$ cat src/rtl/simon_bridge_pkg.sv
// Shared types and constants for the byte-stream bridge in front of the SIMON 48/96 core.
// Holds the bridge FSM encoding and the host opcodes.
package simon_bridge_pkg;

    typedef enum logic [2:0] {
        IDLE,
        RX_KEY,
        RX_BLK,
        KEY_REQ,
        KEY_WT,
        DAT_REQ,
        DAT_WT,
        TX
    } state_t;

    localparam logic [7:0] OP_KEY = 8'h01;
    localparam logic [7:0] OP_ENC = 8'h02;
    localparam logic [7:0] OP_DEC = 8'h03;

    // Only the opcode and payload-receiving states take host bytes.
    function automatic logic accepts_input(state_t s);
        return (s == IDLE) || (s == RX_KEY) || (s == RX_BLK);
    endfunction

endpackage

$ cat src/rtl/simon_byte_shifter.sv
// Byte-granular shift register: parallel load, shift a byte in at the LSB end,
// or shift the MSB byte out (zero fill). The first byte shifted in ends up in the MSB.
module simon_byte_shifter #(
    parameter int NBYTES = 6
) (
    input  logic                  clk,
    input  logic                  nR,
    input  logic                  load,
    input  logic [NBYTES*8-1:0]   load_data,
    input  logic                  shift_in,
    input  logic [7:0]            byte_in,
    input  logic                  shift_out,
    output logic [NBYTES*8-1:0]   data
);

    always_ff @(posedge clk) begin
        if (!nR) begin
            data <= '0;
        end else if (load) begin
            data <= load_data;
        end else if (shift_in) begin
            data <= {data[NBYTES*8-9:0], byte_in};
        end else if (shift_out) begin
            data <= {data[NBYTES*8-9:0], 8'h00};
        end
    end

endmodule

$ cat src/rtl/simon_byte_bridge.sv
// Host-side initiator for SIMON 48/96: assembles keys and blocks from a byte stream,
// drives the core's newKey/newData/readData handshake and streams each result back.
module simon_byte_bridge
    import simon_bridge_pkg::*;
#(
    parameter int N   = 24,
    parameter int M   = 4,
    parameter int TMO = 255
) (
    input  logic                clk,
    input  logic                nR,
    input  logic [7:0]          in_byte,
    input  logic                in_valid,
    output logic                in_ready,
    output logic [7:0]          out_byte,
    output logic                out_valid,
    input  logic                out_ready,
    output logic                busy,
    output logic                key_ok,
    output logic                err,
    output logic                newKey,
    output logic                newData,
    output logic                enc_dec,
    output logic                readData,
    output logic [M-1:0][N-1:0] KEY,
    output logic [1:0][N-1:0]   blockIN,
    input  logic                loadKey,
    input  logic                loadData,
    input  logic                doneKey,
    input  logic                doneData,
    input  logic [1:0][N-1:0]   outData
);

    localparam int BLK_B = 2 * N / 8;
    localparam int KEY_B = M * N / 8;
    localparam int CW    = $clog2(KEY_B + 1);
    localparam int TW    = $clog2(TMO + 1);

    localparam logic [CW-1:0] KEY_LAST = CW'(KEY_B - 1);
    localparam logic [CW-1:0] BLK_LAST = CW'(BLK_B - 1);
    localparam logic [TW-1:0] TMO_LAST = TW'(TMO - 1);

    state_t          state;
    state_t          state_n;
    logic [CW-1:0]   byte_cnt;
    logic [CW-1:0]   cnt_n;
    logic [TW-1:0]   tmo_cnt;
    logic [TW-1:0]   tmo_n;
    logic            key_ok_n;
    logic            enc_dec_n;
    logic            err_n;
    logic            rd_n;

    logic            in_xfer;
    logic            out_xfer;
    logic            key_shift;
    logic            blk_shift;
    logic            tx_load;
    logic            tx_shift;

    logic [KEY_B*8-1:0] key_data;
    logic [BLK_B*8-1:0] blk_data;
    logic [BLK_B*8-1:0] tx_data;
    logic [BLK_B*8-9:0] tx_unused;

    // Both byte links use valid/ready: a byte moves on a rising edge where valid and
    // ready are both 1; valid never waits on ready, and the sender holds the byte until it moves.
    assign in_ready  = nR && accepts_input(state);
    assign out_valid = (state == TX);
    assign in_xfer   = in_valid && in_ready;
    assign out_xfer  = out_valid && out_ready;
    assign busy      = (state != IDLE);

    assign KEY       = key_data;
    assign blockIN   = blk_data;
    assign out_byte  = tx_data[BLK_B*8-1 -: 8];
    assign tx_unused = tx_data[BLK_B*8-9:0];

    simon_byte_shifter #(.NBYTES(KEY_B)) u_key_sh (
        .clk       (clk),
        .nR        (nR),
        .load      (1'b0),
        .load_data ('0),
        .shift_in  (key_shift),
        .byte_in   (in_byte),
        .shift_out (1'b0),
        .data      (key_data)
    );

    simon_byte_shifter #(.NBYTES(BLK_B)) u_blk_sh (
        .clk       (clk),
        .nR        (nR),
        .load      (1'b0),
        .load_data ('0),
        .shift_in  (blk_shift),
        .byte_in   (in_byte),
        .shift_out (1'b0),
        .data      (blk_data)
    );

    simon_byte_shifter #(.NBYTES(BLK_B)) u_tx_sh (
        .clk       (clk),
        .nR        (nR),
        .load      (tx_load),
        .load_data (outData),
        .shift_in  (1'b0),
        .byte_in   (8'h00),
        .shift_out (tx_shift),
        .data      (tx_data)
    );

    always_ff @(posedge clk) begin
        if (!nR) begin
            state    <= IDLE;
            byte_cnt <= '0;
            tmo_cnt  <= '0;
            key_ok   <= 1'b0;
            enc_dec  <= 1'b1;
            err      <= 1'b0;
            readData <= 1'b0;
        end else begin
            state    <= state_n;
            byte_cnt <= cnt_n;
            tmo_cnt  <= tmo_n;
            key_ok   <= key_ok_n;
            enc_dec  <= enc_dec_n;
            err      <= err_n;
            readData <= rd_n;
        end
    end

    always_comb begin
        state_n   = state;
        cnt_n     = byte_cnt;
        tmo_n     = tmo_cnt;
        key_ok_n  = key_ok;
        enc_dec_n = enc_dec;
        err_n     = 1'b0;
        rd_n      = 1'b0;
        key_shift = 1'b0;
        blk_shift = 1'b0;
        tx_load   = 1'b0;
        tx_shift  = 1'b0;
        newKey    = 1'b0;
        newData   = 1'b0;

        case (state)
            IDLE: begin
                cnt_n = '0;
                if (in_xfer) begin
                    case (in_byte)
                        OP_KEY: begin
                            state_n  = RX_KEY;
                            key_ok_n = 1'b0;
                        end
                        OP_ENC: begin
                            state_n   = RX_BLK;
                            enc_dec_n = 1'b1;
                        end
                        OP_DEC: begin
                            state_n   = RX_BLK;
                            enc_dec_n = 1'b0;
                        end
                        default: err_n = 1'b1;
                    endcase
                end
            end

            RX_KEY: begin
                if (in_xfer) begin
                    key_shift = 1'b1;
                    if (byte_cnt == KEY_LAST) begin
                        cnt_n   = '0;
                        state_n = KEY_REQ;
                    end else begin
                        cnt_n = byte_cnt + 1'b1;
                    end
                end
            end

            RX_BLK: begin
                if (in_xfer) begin
                    blk_shift = 1'b1;
                    if (byte_cnt == BLK_LAST) begin
                        cnt_n = '0;
                        // A block with no expanded key is dropped on the floor.
                        if (key_ok) begin
                            state_n = DAT_REQ;
                        end else begin
                            state_n = IDLE;
                            err_n   = 1'b1;
                        end
                    end else begin
                        cnt_n = byte_cnt + 1'b1;
                    end
                end
            end

            KEY_REQ: begin
                if (loadKey) begin
                    newKey  = 1'b1;
                    tmo_n   = '0;
                    state_n = KEY_WT;
                end
            end

            KEY_WT: begin
                if (doneKey) begin
                    key_ok_n = 1'b1;
                    state_n  = IDLE;
                end else begin
                    tmo_n = tmo_cnt + 1'b1;
                    if (tmo_cnt == TMO_LAST) begin
                        err_n    = 1'b1;
                        key_ok_n = 1'b0;
                        state_n  = IDLE;
                    end
                end
            end

            DAT_REQ: begin
                if (loadData) begin
                    newData = 1'b1;
                    tmo_n   = '0;
                    state_n = DAT_WT;
                end
            end

            DAT_WT: begin
                if (doneData) begin
                    // readData is registered, so it lands in the first TX cycle.
                    tx_load = 1'b1;
                    rd_n    = 1'b1;
                    cnt_n   = '0;
                    state_n = TX;
                end else begin
                    tmo_n = tmo_cnt + 1'b1;
                    if (tmo_cnt == TMO_LAST) begin
                        err_n   = 1'b1;
                        state_n = IDLE;
                    end
                end
            end

            TX: begin
                if (out_xfer) begin
                    tx_shift = 1'b1;
                    if (byte_cnt == BLK_LAST) begin
                        cnt_n   = '0;
                        state_n = IDLE;
                    end else begin
                        cnt_n = byte_cnt + 1'b1;
                    end
                end
            end

            default: state_n = IDLE;
        endcase
    end

endmodule

$ cat config.mk
export PLATFORM = sky130hd
export DESIGN_NAME = simon_byte_bridge
export DESIGN_NICKNAME = d
export VERILOG_FILES = /design/src/rtl/simon_bridge_pkg.sv /design/src/rtl/simon_byte_shifter.sv /design/src/rtl/simon_byte_bridge.sv
export SDC_FILE = /design/constraint.sdc
export NUM_CORES = 1
export LEC_CHECK = 0
export CAP_MARGIN = 20
export CORE_ASPECT_RATIO = 0.5
export CORE_MARGIN = 2
export CORE_UTILIZATION = 48
export CTS_BUF_LIST = sky130_fd_sc_hd__clkbuf_16
export DETAILED_ROUTE_END_ITERATION = 8
export PLACE_DENSITY = 0.88
export SLEW_MARGIN = 0
export SYNTH_ARGS = -nofsm -noshare
export SYNTH_HDL_FRONTEND = slang
export SYNTH_SLANG_ARGS = --single-unit
$ cat constraint.sdc
create_clock -name clk -period 2.03 [get_ports clk]
set_input_delay 0.3045 -clock clk [delete_from_list [all_inputs] [get_ports clk]]
set_output_delay 0.3045 -clock clk [all_outputs]
set_load 0.02 [all_outputs]
==> reports/metrics.yaml <==
timing.final.crit_period_ns: 1.918
cts_buffers: 19
max-cap-violations: 0
crit_path_end_kind: "output port"
multi_input_area_mm2: 0.003413
gp_routability_congestion: 0.8776
cp-start-kind: "flip-flop"
finalWirelength_mm: 23.38
cts_sinks: 211
fmax_mhz: 521.3
clockBufferDepth: 3
wl_per_cell_um: 16.02
ir_worst_vdd_uv: 511.9
drv_slew: 0
die_x_um: 186.7
r2r-end: "byte_cnt[3]"
clkLatencyLatePin_ns: 0.49
clock_skew_ns: 0.008261
crit_chain: "nand2_1 > nor3b_1 > clkdlybuf4s15_1"
cts_root_buf: "clkbuf_16"
numPortBuffers: 224
grt_max_degree: 68
coreArea_mm2: 0.01635
diodes: 0
grt_pass1_vias: 7390
slew_headroom: 0.6830
r2r_cells: 6
placed_area_mm2: 0.01065
synth_largest_area_cell: "dfxtp_1"
synth.area.top_cells: "dfxtp_1 (53%), nand2_1 (17%), a21oi_1 (13%), a22oi_1 (3.7%), clkbuf_1 (2.3%)"
syn_avg_cell_area_um2: 7.921
drtIter0Drc: 576
worstSetupPathType: "reg -> out"
synth_flop_cell: "dfxtp_1"
synth-seq-cells: 211
cts_tree: "yes"
leakage_uw: 0.003726
hold_depth: 3
start_util: 0.4897
fin_util: 0.6895
dieArea_mm2: 0.01779
drcViolationCount: 0
die_h_um: 95.33
yosys_warnings: 0
crit_required_ns: 1.73
crit_slowest_cell: "dfxtp_2"
ctsHtreeMaxLevel: 1
hold_buffers: 0
synth_cells: 1011
overflow: 0
syn_nets: 1080
fill_cells: 1305
finalNetCount: 1289
dp.final_hpwl_mm: 16.51
power_density_mw_per_mm2: 725.0
rows: 33
crit_path_max_fanout: 10
min_from: "outData[5]"
antenna_left: 0
synth_area_mm2: 0.008008
antenna_found_initial: 0
post_cts_buffers: 0
setup_viol: 0
hold_violations: 0
drive_gt1_frac: 0.06656
reg2reg_from: "byte_cnt[0]"
syn2layout_area_growth_pct: 40.80
hp-class: "in -> reg"
async_flop_share: 0
seq_area_mm2: 0.004227
synth_top_cell_area_share: 0.5275
grt_first_pass_wirelength_mm: 37.23
ys_seq_area_frac: 0.5275
cpPeakStageDelay_ns: 0.41
grt_use_total: 0.2546
ff2ff_setup_slack_ns: 0.11
rsz0062_at_grt: "false"
design_area_mm2: 0.01127
viasPerCell: 5.395
synth_common_cells: "nand2_1 (353), dfxtp_1 (211), a21oi_1 (203)"
io-pin-count: 225
hold_path_end: "u_tx_sh.data[5]"
via_count: 7872
status: "finished, final reports clean"
synth_edf_count: 0
firstDrtPassIters: 6
path_clk_slew_ns: 0.07
yosys.cell_count.top_type: "nand2_1"
ys_types: 51
cp.arrival_ns: 1.61
fin_crit_sh: 0.9449
worst_slew_pin_slew_ns: 0.4756
## cells in the final DEF (no fill, tap or decap), drive strengths merged, types with 10 or more instances in the layout
master / count
dfxtp: 211
nand3: 15
a21oi: 203
a22oi: 39
clkbuf: 20
clkdlybuf4s50: 219
nand2: 353
buf: 45
o21ai: 10
inv: 10
nor2: 24
## through the flow
stage                     worst slack, ns  setup TNS (ns)  cells  total power, uW  hold slack, ns
final                              0.1118               0   1459             8174          0.3634
after global routing             0.003261               0   1459             8398          0.3632
after CTS                         0.02368               0   1459             8215          0.3526
after detailed placement          -0.1684          -3.456   1426             4576          0.4480
after global placement            -0.1555         -0.5078   1426             4574          0.4416
after floorplan                    0.2121               0   1011             4353          0.4340
## routing by layer
metal / share of wire / up-vias / GRT usage / wire length, um
li1: - / 3807 / - / -
met1: 0.43 / 3745 / 0.3222 / 10100
met2: 0.48 / 270 / 0.4418 / 11130
met3: 0.065 / 50 / 0.05558 / 1530
met4: 0.026 / 0 / 0.07870 / 617
met5: 0 / - / 0 / 0
## layout make-up
| cell class | count | share of cell area |
|---|---|---|
| sequential | 211 | 0.3749 |
| multi-input combinational | 713 | 0.3027 |
| timing repair buffer | 269 | 0.2392 |
| clock buffer | 19 | 0.04217 |
| tap | 227 | 0.02519 |
| clock inverter | 14 | 0.01343 |
| inverter | 6 | 0.002441 |
## cells by family after synthesis
group | share of synthesized area
flip-flops | 0.5275
adder cells (fa/ha/maj) | 0.007813
XOR/XNOR | 0.006562
AO/OA/AOI/OAI | 0.1891
AND/OR/NAND/NOR | 0.2197
buffers and inverters | 0.04813
multiplexers | 0.001250
## flip-flops by register name (all words and copies together) (netlist names)
register	count
byte_cnt	4
enc_dec	1
err	1
key_ok	1
readData	1
state	3
tmo_cnt	8
u_blk_sh.data	48
u_key_sh.data	96
u_tx_sh.data	48
## worst max-delay path, delay by kind of cell, from the launching register on
kind          cells  cell delay [ns]
buf+inv           1             0.33
flops             1             0.41
simple gates      2             0.38
## how the worst max path moves through the flow
stage | startpoint | slack (ns) | cells past startpoint | end
floorplan | state[2] | 0.21 | 7 | byte_cnt[3]
global placement | in_byte[2] | -0.16 | 5 | state[2]
detailed placement | in_byte[2] | -0.17 | 6 | state[0]
CTS | state[1] | 0.02 | 4 | busy
global route | state[0] | 0.003 | 3 | newKey
finish | state[0] | 0.11 | 3 | newKey
## report_power, final
| part | total, uW | switching (uW) | leakage [uW] | internal [uW] |
|---|---|---|---|---|
| sequential | 4150 | 5.28 | 0.00170 | 4140 |
| clock | 3690 | 1590 | 0.000311 | 2100 |
| combinational | 337 | 162 | 0.00172 | 175 |
## repair_timing
action,CTS,global route
pin swaps,0,0
gates resized for setup,8,2
setup endpoints to repair,5,2
(Power assumes the default switching activity.)
